--- src/rtl/btn_to_dir_pkg.sv ---
// Shared game-input definitions: direction bit order, encoder FSM states and
// small vector helpers used by the button encoder and the LED decoder.
package btn_to_dir_pkg;

  localparam int unsigned NUM_DIRS = 4;

  localparam logic [1:0] DIR_UP    = 2'd0;
  localparam logic [1:0] DIR_RIGHT = 2'd1;
  localparam logic [1:0] DIR_DOWN  = 2'd2;
  localparam logic [1:0] DIR_LEFT  = 2'd3;

  typedef enum logic [1:0] {
    ST_RELEASED = 2'd0,
    ST_PRESSED  = 2'd1,
    ST_CONFLICT = 2'd2
  } dir_state_e;

  // Only meaningful for a one-hot input; multi-bit vectors are filtered out by
  // the FSM before the encoded value is ever used.
  function automatic logic [1:0] onehot_to_dir(input logic [NUM_DIRS-1:0] v);
    logic [1:0] d;
    d[0] = v[DIR_RIGHT] | v[DIR_LEFT];
    d[1] = v[DIR_DOWN]  | v[DIR_LEFT];
    return d;
  endfunction

  function automatic logic [2:0] count_ones(input logic [NUM_DIRS-1:0] v);
    logic [2:0] n;
    n = 3'd0;
    for (int i = 0; i < NUM_DIRS; i++) begin
      n = n + 3'(v[i]);
    end
    return n;
  endfunction

endpackage

--- src/rtl/btn_to_dir_debounce_vec.sv ---
// Vector debouncer: two-flop synchroniser, one-cycle history register and a
// saturating stability counter; the whole vector must hold for the full window.
module btn_to_dir_debounce_vec #(
  parameter int WIDTH           = 4,
  parameter int DEBOUNCE_CYCLES = 500000,
  parameter int CNT_W           = $clog2(DEBOUNCE_CYCLES)
) (
  input  logic             clk,
  input  logic             rst,
  input  logic [WIDTH-1:0] din,
  output logic [WIDTH-1:0] stable
);

  localparam logic [CNT_W-1:0] CNT_MAX = CNT_W'(DEBOUNCE_CYCLES - 1);

  logic [WIDTH-1:0] s1_q, s1_d;
  logic [WIDTH-1:0] s2_q, s2_d;
  logic [WIDTH-1:0] s3_q, s3_d;
  logic [WIDTH-1:0] stable_q, stable_d;
  logic [CNT_W-1:0] cnt_q, cnt_d;

  always_comb begin
    s1_d     = din;
    s2_d     = s1_q;
    s3_d     = s2_q;
    cnt_d    = cnt_q;
    stable_d = stable_q;
    if (s2_q != s3_q) begin
      cnt_d = '0;
    end else begin
      if (cnt_q != CNT_MAX) begin
        cnt_d = cnt_q + CNT_W'(1);
      end else begin
        stable_d = s2_q;
      end
    end
  end

  always_ff @(posedge clk) begin
    if (rst) begin
      s1_q     <= '0;
      s2_q     <= '0;
      s3_q     <= '0;
      cnt_q    <= '0;
      stable_q <= '0;
    end else begin
      s1_q     <= s1_d;
      s2_q     <= s2_d;
      s3_q     <= s3_d;
      cnt_q    <= cnt_d;
      stable_q <= stable_d;
    end
  end

  assign stable = stable_q;

endmodule

--- src/rtl/btn_to_dir.sv ---
// Debounced direction-button encoder: settles the raw button vector, then
// classifies it as released / single press / conflict with registered outputs.
module btn_to_dir
  import btn_to_dir_pkg::*;
#(
  parameter int DEBOUNCE_CYCLES = 500000,
  parameter int CNT_W           = $clog2(DEBOUNCE_CYCLES)
) (
  input  logic                clk,
  input  logic                rst,
  input  logic [NUM_DIRS-1:0] buttons,
  output logic [1:0]          num,
  output logic                pressed,
  output logic                press_pulse,
  output logic                conflict
);

  logic [NUM_DIRS-1:0] stable;
  logic [1:0]          dir;
  dir_state_e          state_q, state_d;
  logic [1:0]          num_q, num_d;
  logic                pressed_q, pressed_d;
  logic                pulse_q, pulse_d;
  logic                conflict_q, conflict_d;

  btn_to_dir_debounce_vec #(
    .WIDTH           (NUM_DIRS),
    .DEBOUNCE_CYCLES (DEBOUNCE_CYCLES),
    .CNT_W           (CNT_W)
  ) u_debounce (
    .clk    (clk),
    .rst    (rst),
    .din    (buttons),
    .stable (stable)
  );

  assign dir = onehot_to_dir(stable);

  always_ff @(posedge clk) begin
    if (rst) begin
      state_q    <= ST_RELEASED;
      num_q      <= DIR_UP;
      pressed_q  <= 1'b0;
      pulse_q    <= 1'b0;
      conflict_q <= 1'b0;
    end else begin
      state_q    <= state_d;
      num_q      <= num_d;
      pressed_q  <= pressed_d;
      pulse_q    <= pulse_d;
      conflict_q <= conflict_d;
    end
  end

  always_comb begin
    state_d = ST_CONFLICT;
    case (count_ones(stable))
      3'd0:    state_d = ST_RELEASED;
      3'd1:    state_d = ST_PRESSED;
      default: state_d = ST_CONFLICT;
    endcase
  end

  // Outputs are computed from the upcoming state so they land in the same
  // register stage as the state itself; num holds outside PRESSED.
  always_comb begin
    num_d      = num_q;
    pressed_d  = 1'b0;
    pulse_d    = 1'b0;
    conflict_d = 1'b0;
    case (state_d)
      ST_PRESSED: begin
        num_d     = dir;
        pressed_d = 1'b1;
        pulse_d   = (state_q != ST_PRESSED) || (dir != num_q);
      end
      ST_CONFLICT: begin
        conflict_d = 1'b1;
      end
      default: begin
      end
    endcase
  end

  assign num         = num_q;
  assign pressed     = pressed_q;
  assign press_pulse = pulse_q;
  assign conflict    = conflict_q;

endmodule

--- config.mk ---
export PLATFORM = sky130hd
export DESIGN_NAME = btn_to_dir
export DESIGN_NICKNAME = d
export VERILOG_FILES = /design/src/rtl/btn_to_dir_pkg.sv /design/src/rtl/btn_to_dir_debounce_vec.sv /design/src/rtl/btn_to_dir.sv
export SDC_FILE = /design/constraint.sdc
export NUM_CORES = 1
export LEC_CHECK = 0
export ABC_CLOCK_PERIOD_IN_PS = 5800
export CORE_MARGIN = 10
export CORE_UTILIZATION = 50
export DETAILED_ROUTE_END_ITERATION = 7
export HOLD_SLACK_MARGIN = 0.1
export PLACE_DENSITY = 0.69
export SLEW_MARGIN = 10
export SYNTH_ARGS = -nofsm -noshare
export SYNTH_HDL_FRONTEND = slang
export SYNTH_SLANG_ARGS = --single-unit
--- constraint.sdc ---
create_clock -name clk -period 5.8 [get_ports clk]
set_input_delay 1.16 -clock clk [delete_from_list [all_inputs] [get_ports clk]]
set_output_delay 1.16 -clock clk [all_outputs]
set_load 0.01 [all_outputs]
* Word-level counts from Yosys, hierarchy flattened
Cells that the tools add are included.
** Storage, ports and cells
- Bits in registers :: 42
- Output and inout port bits :: 5
- Input port bits :: 6
- Word-level logic and storage cells :: 34
** Cells by class
- Mux-type cells :: 3
- Bitwise operators :: 5
- $add $sub $neg :: 4
- Eq/ne operators :: 7
- Reductions and logical operators :: 5
** Operator list (number)
- adder 19 x 1 -> 19 bit, second input constant :: 1
- != test 19 bit, second input constant :: 1
- != test 4 bit :: 1
- one-hot mux 2 bit (2 select lines) :: 1
- OR reduction 2 bit :: 2
- adder 2 x 1 -> 3 bit :: 1
- adder 3 x 1 -> 3 bit :: 1
- == test 3 x 1 -> 1 bit, second input constant :: 1
- zero test 3 bit :: 1
- NOT 1 bit :: 3
- adder 1 x 1 -> 2 bit :: 1
- == test 2 x 1 -> 1 bit, second input constant :: 1
- == test 2 bit, second input constant :: 1
- two-way mux 1 bit :: 2
- != test 2 x 1 -> 1 bit, second input constant :: 1
- != test 2 bit :: 1
- OR 1 bit :: 2
- AND reduction 2 bit :: 1
- logical OR 1 bit :: 1

* Depth between registers and ports, before layout
Gate-level depths: netlist of the first run.
- Word-level depth :: 8
- Depth in mapped cells :: 9
- Depth with buffers taken out :: 9

* Hierarchy
A second synthesis of the first run with hierarchy kept.
** Second synthesis, totals
- Cells, all modules :: 167
- Area, all modules :: 1621.6 µm²
** Modules (own cells, without submodules)
- btn_to_dir_debounce_vec :: times used 1, sequential area each 700.7 µm², cells each 139, area an instance 1361.3 µm²
- btn_to_dir :: times used 1, sequential area each 100.1 µm², cells each 28, area an instance 260.2 µm²

* Worst setup path before layout of the first run
No wires, ideal clock.
- Path type :: register to register
- From :: reg u_debounce.stable_q[0], in the netlist u_debounce.stable[0]
- To :: reg num_q[0], in the netlist num[0]
- Data arrival time :: 1877 ps
- Period minus slack after synthesis :: 1963 ps
- Path slack :: 3837 ps
- Stages on the path, launching flop included :: 10
- Library setup time :: 86 ps
- Buffers on the path :: 0
- Data required time :: 5714 ps
- Path through :: dfxtp_1 inv_1 fa_1 inv_1 ha_1 ha_1 nor2_1 and2_1 nor2_1 a211oi_1
** On the way
- Word-level cells in the longest chain between the ends :: 6
- Elaborated cells between the ends (all ways) :: 7
- Classes of those cells :: add/sub (3); eq/ne (2); mux (1); reduce/logical (1)
** RTL lines
- start: declaration :: RTL line btn_to_dir_debounce_vec.sv:19 : logic [WIDTH-1:0] stable_q, stable_d;
- start signal: assignment :: RTL line btn_to_dir_debounce_vec.sv:51 : stable_q <= stable_d;
- adder 1 x 1 -> 2 bit * :: RTL line btn_to_dir_pkg.sv:31 : n = n + 3'(v[i]);
- adder 2 x 1 -> 3 bit * :: RTL line btn_to_dir_pkg.sv:31
- adder 3 x 1 -> 3 bit * :: RTL line btn_to_dir_pkg.sv:31
- == test 3 x 1 -> 1 bit or zero test 3 bit (tied branches) :: RTL line btn_to_dir.sv:57 : case (count_ones(stable))
- one-hot mux 2 bit (2 select lines) * :: RTL line btn_to_dir.sv:57
- == test 2 x 1 -> 1 bit * :: RTL line btn_to_dir.sv:71 : case (state_d)
- end signal: assignment :: RTL line btn_to_dir.sv:48 : num_q <= num_d;
- end: declaration :: RTL line btn_to_dir.sv:21 : logic [1:0] num_q, num_d;
Every way passes the cells marked *; elsewhere a longest branch is shown, timed or not.
A chain may end at the register's enable or synchronous reset.

* Worst setup path after layout of the first run
- From :: in rst
- To :: reg u_debounce.cnt_q[11]
** On the way
- Word-level cells in the longest chain between the ends :: 1
** RTL lines
- start: declaration :: RTL line btn_to_dir.sv:10 : input logic rst,
- OR reduction 2 bit (no line)
- end signal: assignment :: RTL line btn_to_dir_debounce_vec.sv:50 : cnt_q <= cnt_d;
- end: declaration :: RTL line btn_to_dir_debounce_vec.sv:20 : logic [CNT_W-1:0] cnt_q, cnt_d;
No other way between the ends.

==> results of run 1 <==
-- how the worst max path moves through the flow --
| stage | to | slack [ns] |
|---|---|---|
| 6_report | u_debounce.cnt_q[11]$_SDFFE_PP0P_ | 3.04 |
| 5_1_grt | u_debounce.cnt_q[11]$_SDFFE_PP0P_ | 2.90 |
| 4_1_cts | u_debounce.cnt_q[11]$_SDFFE_PP0P_ | 3.04 |
| 3_5_place_dp | u_debounce.cnt_q[11]$_SDFFE_PP0P_ | 2.68 |
| 3_3_place_gp | u_debounce.cnt_q[11]$_SDFFE_PP0P_ | 2.79 |
| 2_1_floorplan | num[0]$_SDFFE_PP0N_ | 3.84 |
-- power by group --
group / switching [mW] / internal (mW)
registers: 0.00248 / 0.279
logic: 0.0127 / 0.0123
clock network: 0.0893 / 0.0589
total: 0.104 / 0.350
-- state kept, by name (all words and copies together), names as in the netlist --
signal and flops:
num 2, u_debounce.stable 4, press_pulse 1, u_debounce.s1_q 4, u_debounce.cnt_q 19, u_debounce.s2_q 4
state_q 2, u_debounce.s3_q 4
-- placed cells by master, fill, tap and decap left out, types with 7 or more instances in the layout --
cell type	Yosys	final
nor2b_1	13	13
dfxtp_1	40	40
nor2_1	18	18
xor2_1	12	12
nand3_1	7	7
clkdlybuf4s50_1	0	10
nand2_1	7	7
a21oi_1	9	9
-- metal layers --
layer | global-route usage | vias up | share of wire
li1 | - | 652 | -
met1 | 0.119 | 584 | 0.48
met2 | 0.163 | 19 | 0.48
met3 | 0.0315 | 8 | 0.031
met4 | 0.0502 | 0 | 0.014
met5 | 0 | - | 0
-- metrics by stage --
| step | std cells | cell area (µm²) | total power, mW | hold slack [ns] | setup WS (ns) |
|---|---|---|---|---|---|
| finish | 237 | 1940 | 0.455 | 0.450 | 3.04 |
| global route | 237 | 1940 | 0.476 | 0.472 | 2.90 |
| CTS | 237 | 1940 | 0.462 | 0.454 | 3.04 |
| detailed placement | 229 | 1870 | 0.313 | 0.424 | 2.68 |
| global placement | 229 | 1870 | 0.311 | 0.422 | 2.79 |
| floorplan | 181 | 1750 | 0.306 | 0.414 | 3.84 |
-- logic make-up after synthesis --
kind of cell | Yosys count
buf+inv | 13
xor+xnor | 14
fa+ha+maj | 4
flops | 40
compound gates | 19
simple gates | 83
mux | 8
-- worst max-delay path, delay by kind of cell --
| kind | cells | cell delay, ns |
|---|---|---|
| and+or+nand+nor | 1 | 0.64 |
| buffers and inverters | 1 | 0.88 |
| AOI/OAI and AO/OA | 1 | 0.33 |
-- final cells by class --
class / count / area (µm²)
Clock buffer: 6 / 51.3
Clock inverter: 2 / 15.0
Fill cell: 330 / 1430
Inverter: 5 / 18.8
Multi-Input combinational cell: 128 / 892
Sequential cell: 40 / 801
Tap cell: 46 / 57.6
Timing Repair Buffer: 10 / 100
==> reports/qor.yml, run 1 <==
synth.most_common_cell: "dfxtp_1"
status: "finished clean"
max_stage_delay_ns: 0.88
setup_violations: 0
grt_pass1_vias: 1167
final_nets: 200
ys_seq_area_frac: 0.458
die_area_um2: 6260
ir_worst_vdd_v: 0.000158
cts-root-buf: "clkbuf_4"
required_ns: 6.06
muxShareOfSynthArea: 0.0486
antenna_found_initial: 0
postCtsHoldBufs: 0
totalWireLength_um: 3050
p_per_area_nw_per_um2: 235
start_kind: "primary input"
die_x_um: 79.1
area_growth_pct: 10.7
slew_violations: 0
cp-startpoint: "rst"
leakagePower_nw: 0.697
die_y_um: 79.1
tns_ns: 0
drt_iter0_drc: 114
diodes: 0
worst-setup-path-type: "primary input to flip-flop"
clkTransAtPathRegs_ns: 0.12
synth_top_cells_by_count: "dfxtp_1 (40), nor2_1 (18), nor2b_1 (13), xor2_1 (12), a21oi_1 (9)"
synth_top_family_by_area: "simple AND/OR/NAND/NOR gates"
start_util: 0.520
cp_slowest_cell: "clkdlybuf4s50_1"
ctsHtreeMaxLevel: 2
max_cap_violations: 0
cts_resized: 0
crit_chain: "clkdlybuf4s50_1 -> nand2b_1 -> a211oi_1"
synth_compound_area_frac: 0.0672
worst_pin_slew_ns: 1.19
synth_ff_type: "dfxtp_1"
cts_buffers: 5
synth_cell_types: 39
hold_violations: 0
yosysTopAreaCell: "dfxtp_1"
synth_simple_gate_area_frac: 0.291
worst-path-max-fanout: 30
max_freq_mhz: 362
grt_pass1_wl_um: 5240
syn-num-nets: 191
worstPathArrival_ns: 3.02
hpwl_um: 2210
finalClockSkew_ns: 0.00721
reg2reg_slack_ns: 3.56
via_per_inst: 5.33
min_period_ns: 2.76
cp-end-kind: "flip-flop"
synthAdderAreaFrac: 0.0329
pin_count: 11
ys_async_sr_fraction: 0
min_to: "u_debounce.s2_q[2]$_SDFF_PP0_"
ys_warn_count: 0
grt_setup_unrepaired: "false"
clkSinkCount: 40
hold_depth: 1
synth_edf_count: 0
cts.path.max_buffers: 2
port_buffers: 10
yosys.area.top_type_share: 0.458
synth_area_leaders: "dfxtp_1 (46%), xor2_1 (6.0%), nor2b_1 (4.6%)"
post-cts-setup-buffer-count: 0
hold_class: "flip-flop to flip-flop"
postLayoutCoreUtil: 0.576
first_pass_iters: 4
post-route-period-util: 0.477
grt_overflow: 0
antenna_left: 0
drc: 0
synth_xor_xnor_area_share: 0.0701
final_layout_size_suffix_gt1_frac: 0.0838
ys_seq_elements: 40
wl_per_cell_um: 12.9
rows: 21
clk-insertion-delay-late_ns: 0.34
core_area_um2: 3360
grt_usage: 0.101
synth_cells: 181
grt_start_max_net_pins: 31
vias: 1263
synth_area_per_cell_um2: 9.66
worstReg2RegStart: "u_debounce.cnt_q[15]$_SDFFE_PP0P_"
gp_congestion: 0.786
netlist_area_um2: 1750
r2r_end: "u_debounce.stable[3]$_SDFFE_PP0P_"
r2r_cells: 4
relSlewSlack: 0.198
min-delay-start: "u_debounce.s1_q[2]$_SDFF_PP0_"
cts_tree: "built"
(Power assumes the default switching activity.)
==> run 2, diff against run 1 <==
Settings changed: ABC_CLOCK_PERIOD_IN_PS 5800 to 2400, PLACE_DENSITY 0.69 to 0.72.
Clock period 5.8 ns to 2.4 ns, I/O delays scaled along.
==> reports/qor.yml, run 2 (synthesis results as in run 1) <==
min_period_ns: 2.14
grt_usage: 0.104
worstPathArrival_ns: 2.40
antenna_left: 0
die_y_um: 79.1
final_cell_mix: "dfxtp_1 (40), nor2_1 (18), nor2b_1 (13), xor2_1 (12), clkdlybuf4s50_1 (10)"
tns_ns: 0
grt_pass1_vias: 1249
cp-end-kind: "flip-flop"
grt_start_max_net_pins: 30
p_per_area_nw_per_um2: 549
ir_worst_vdd_v: 0.000342
max_freq_mhz: 467
rows: 21
holdWs_ns: 0.453
status: "finished clean"
diodes: 0
final_common_cell: "dfxtp_1"
worst_slack_ns: 0.260
start_util: 0.520
drt_iter0_drc: 68
ctsHtreeMaxLevel: 2
hpwl_um: 2170
cts.path.max_buffers: 2
hold_violations: 0
max_cap_violations: 0
port_buffers: 10
totalWireLength_um: 3030
clk-insertion-delay-late_ns: 0.35
die_x_um: 79.1
largest_reg_flops: 19
final_layout_size_suffix_gt1_frac: 0.0933
r2r_end: "num[1]$_SDFFE_PP0N_"
finalClockSkew_ns: 0.0134
required_ns: 2.66
cts_buffers: 5
min-delay-start: "u_debounce.s1_q[2]$_SDFF_PP0_"
ff_latch_area_um2: 801
relSlewSlack: 0.628
worst_pin_slew_ns: 0.558
fill_cells: 359
setup_violations: 0
core_area_um2: 3360
postLayoutCoreUtil: 0.577
grt_pass1_wl_um: 5440
worst-path-max-fanout: 4
multi_input_area_um2: 892
worst-setup-path-type: "flip-flop to flip-flop"
hold_class: "flip-flop to flip-flop"
drc: 0
cts_tree: "built"
clkTransAtPathRegs_ns: 0.12
regMostFlops: "u_debounce.cnt_q"
antenna_found_initial: 0
pre_cts_ws_ns: 0.309
wl_per_cell_um: 12.7
endpoint: "num[1]$_SDFFE_PP0N_"
pin_count: 11
grt_overflow: 0
post-cts-setup-buffer-count: 0
final_nets: 203
area_growth_pct: 11.0
r2r_cells: 9
cp-startpoint: "u_debounce.stable[3]$_SDFFE_PP0P_"
start_kind: "flip-flop"
cts-root-buf: "clkbuf_4"
first_pass_iters: 4
cts_resized: 0
vias: 1276
worstReg2RegStart: "u_debounce.stable[3]$_SDFFE_PP0P_"
clkSinkCount: 40
gp_congestion: 0.798
grt_setup_unrepaired: "false"
reg2reg_slack_ns: 0.26
via_per_inst: 5.34
post-route-period-util: 0.892
slew_violations: 0
leakagePower_nw: 0.708
die_area_um2: 6260
postCtsHoldBufs: 0
## run 2: changes by cell type in the layout (fill, tap and decap cells not counted), sizes merged
cell	previous run	this run
clkinv	0	1
clkinvlp	2	1
buf	0	3
clkbuf	6	5
## run 2: worst min path at each step
stage / endpoint / slack, ns / cells after the start
6_report: u_debounce.s2_q[2]$_SDFF_PP0_ / 0.45 / 1
3_3_place_gp: u_debounce.s2_q[2]$_SDFF_PP0_ / 0.42 / 1
4_1_cts: u_debounce.s2_q[2]$_SDFF_PP0_ / 0.46 / 1
2_1_floorplan: u_debounce.s2_q[0]$_SDFF_PP0_ / 0.41 / 1
3_5_place_dp: u_debounce.s2_q[2]$_SDFF_PP0_ / 0.43 / 1
5_1_grt: u_debounce.s2_q[2]$_SDFF_PP0_ / 0.47 / 1
## run 2: layer usage
metal / GRT usage / wire length (µm) / vias up / part of all wire
li1: - / - / 652 / -
met1: 0.118 / 1360 / 596 / 0.45
met2: 0.179 / 1510 / 23 / 0.50
met3: 0.0315 / 121 / 5 / 0.040
met4: 0.0376 / 38 / 0 / 0.013
met5: 0 / 0 / - / 0
## run 2: cell type report
type	instances	share of cell area
inverters	5	0.00966
clock inverters	2	0.00644
repair buffers	13	0.0631
flip-flops and latches	40	0.412
clock buffers	5	0.0193
multi-input cells	128	0.459
well taps	46	0.0296
## run 2: critical path, stage by stage, from the launching register on
cell and delay, ns:
dfxtp_1 0.38, inv_1 0.08, fa_1 0.47, inv_1 0.04, ha_1 0.17, ha_1 0.28
nor2_1 0.17, and2_1 0.21, nor2_1 0.06, a211oi_1 0.21
## run 2: power breakdown
part           total, mW  internal, mW  switching, mW
clock              0.322         0.107          0.215
combinational     0.0632        0.0333         0.0300
sequential         0.681         0.675        0.00625
## run 2: stage by stage
stage	power, mW	area [µm²]	instances
CTS	1.08	1940	239
global placement	0.757	1890	232
floorplan	0.740	1750	181
detailed placement	0.761	1890	232
global route	1.11	1940	239
finish	1.07	1940	239
==> run 3, diff against run 2 <==
Settings changed: CAP_MARGIN set to 20.
==> results of run 3 <==
The final DEF is identical to that of run 2; final timing and power are the same.
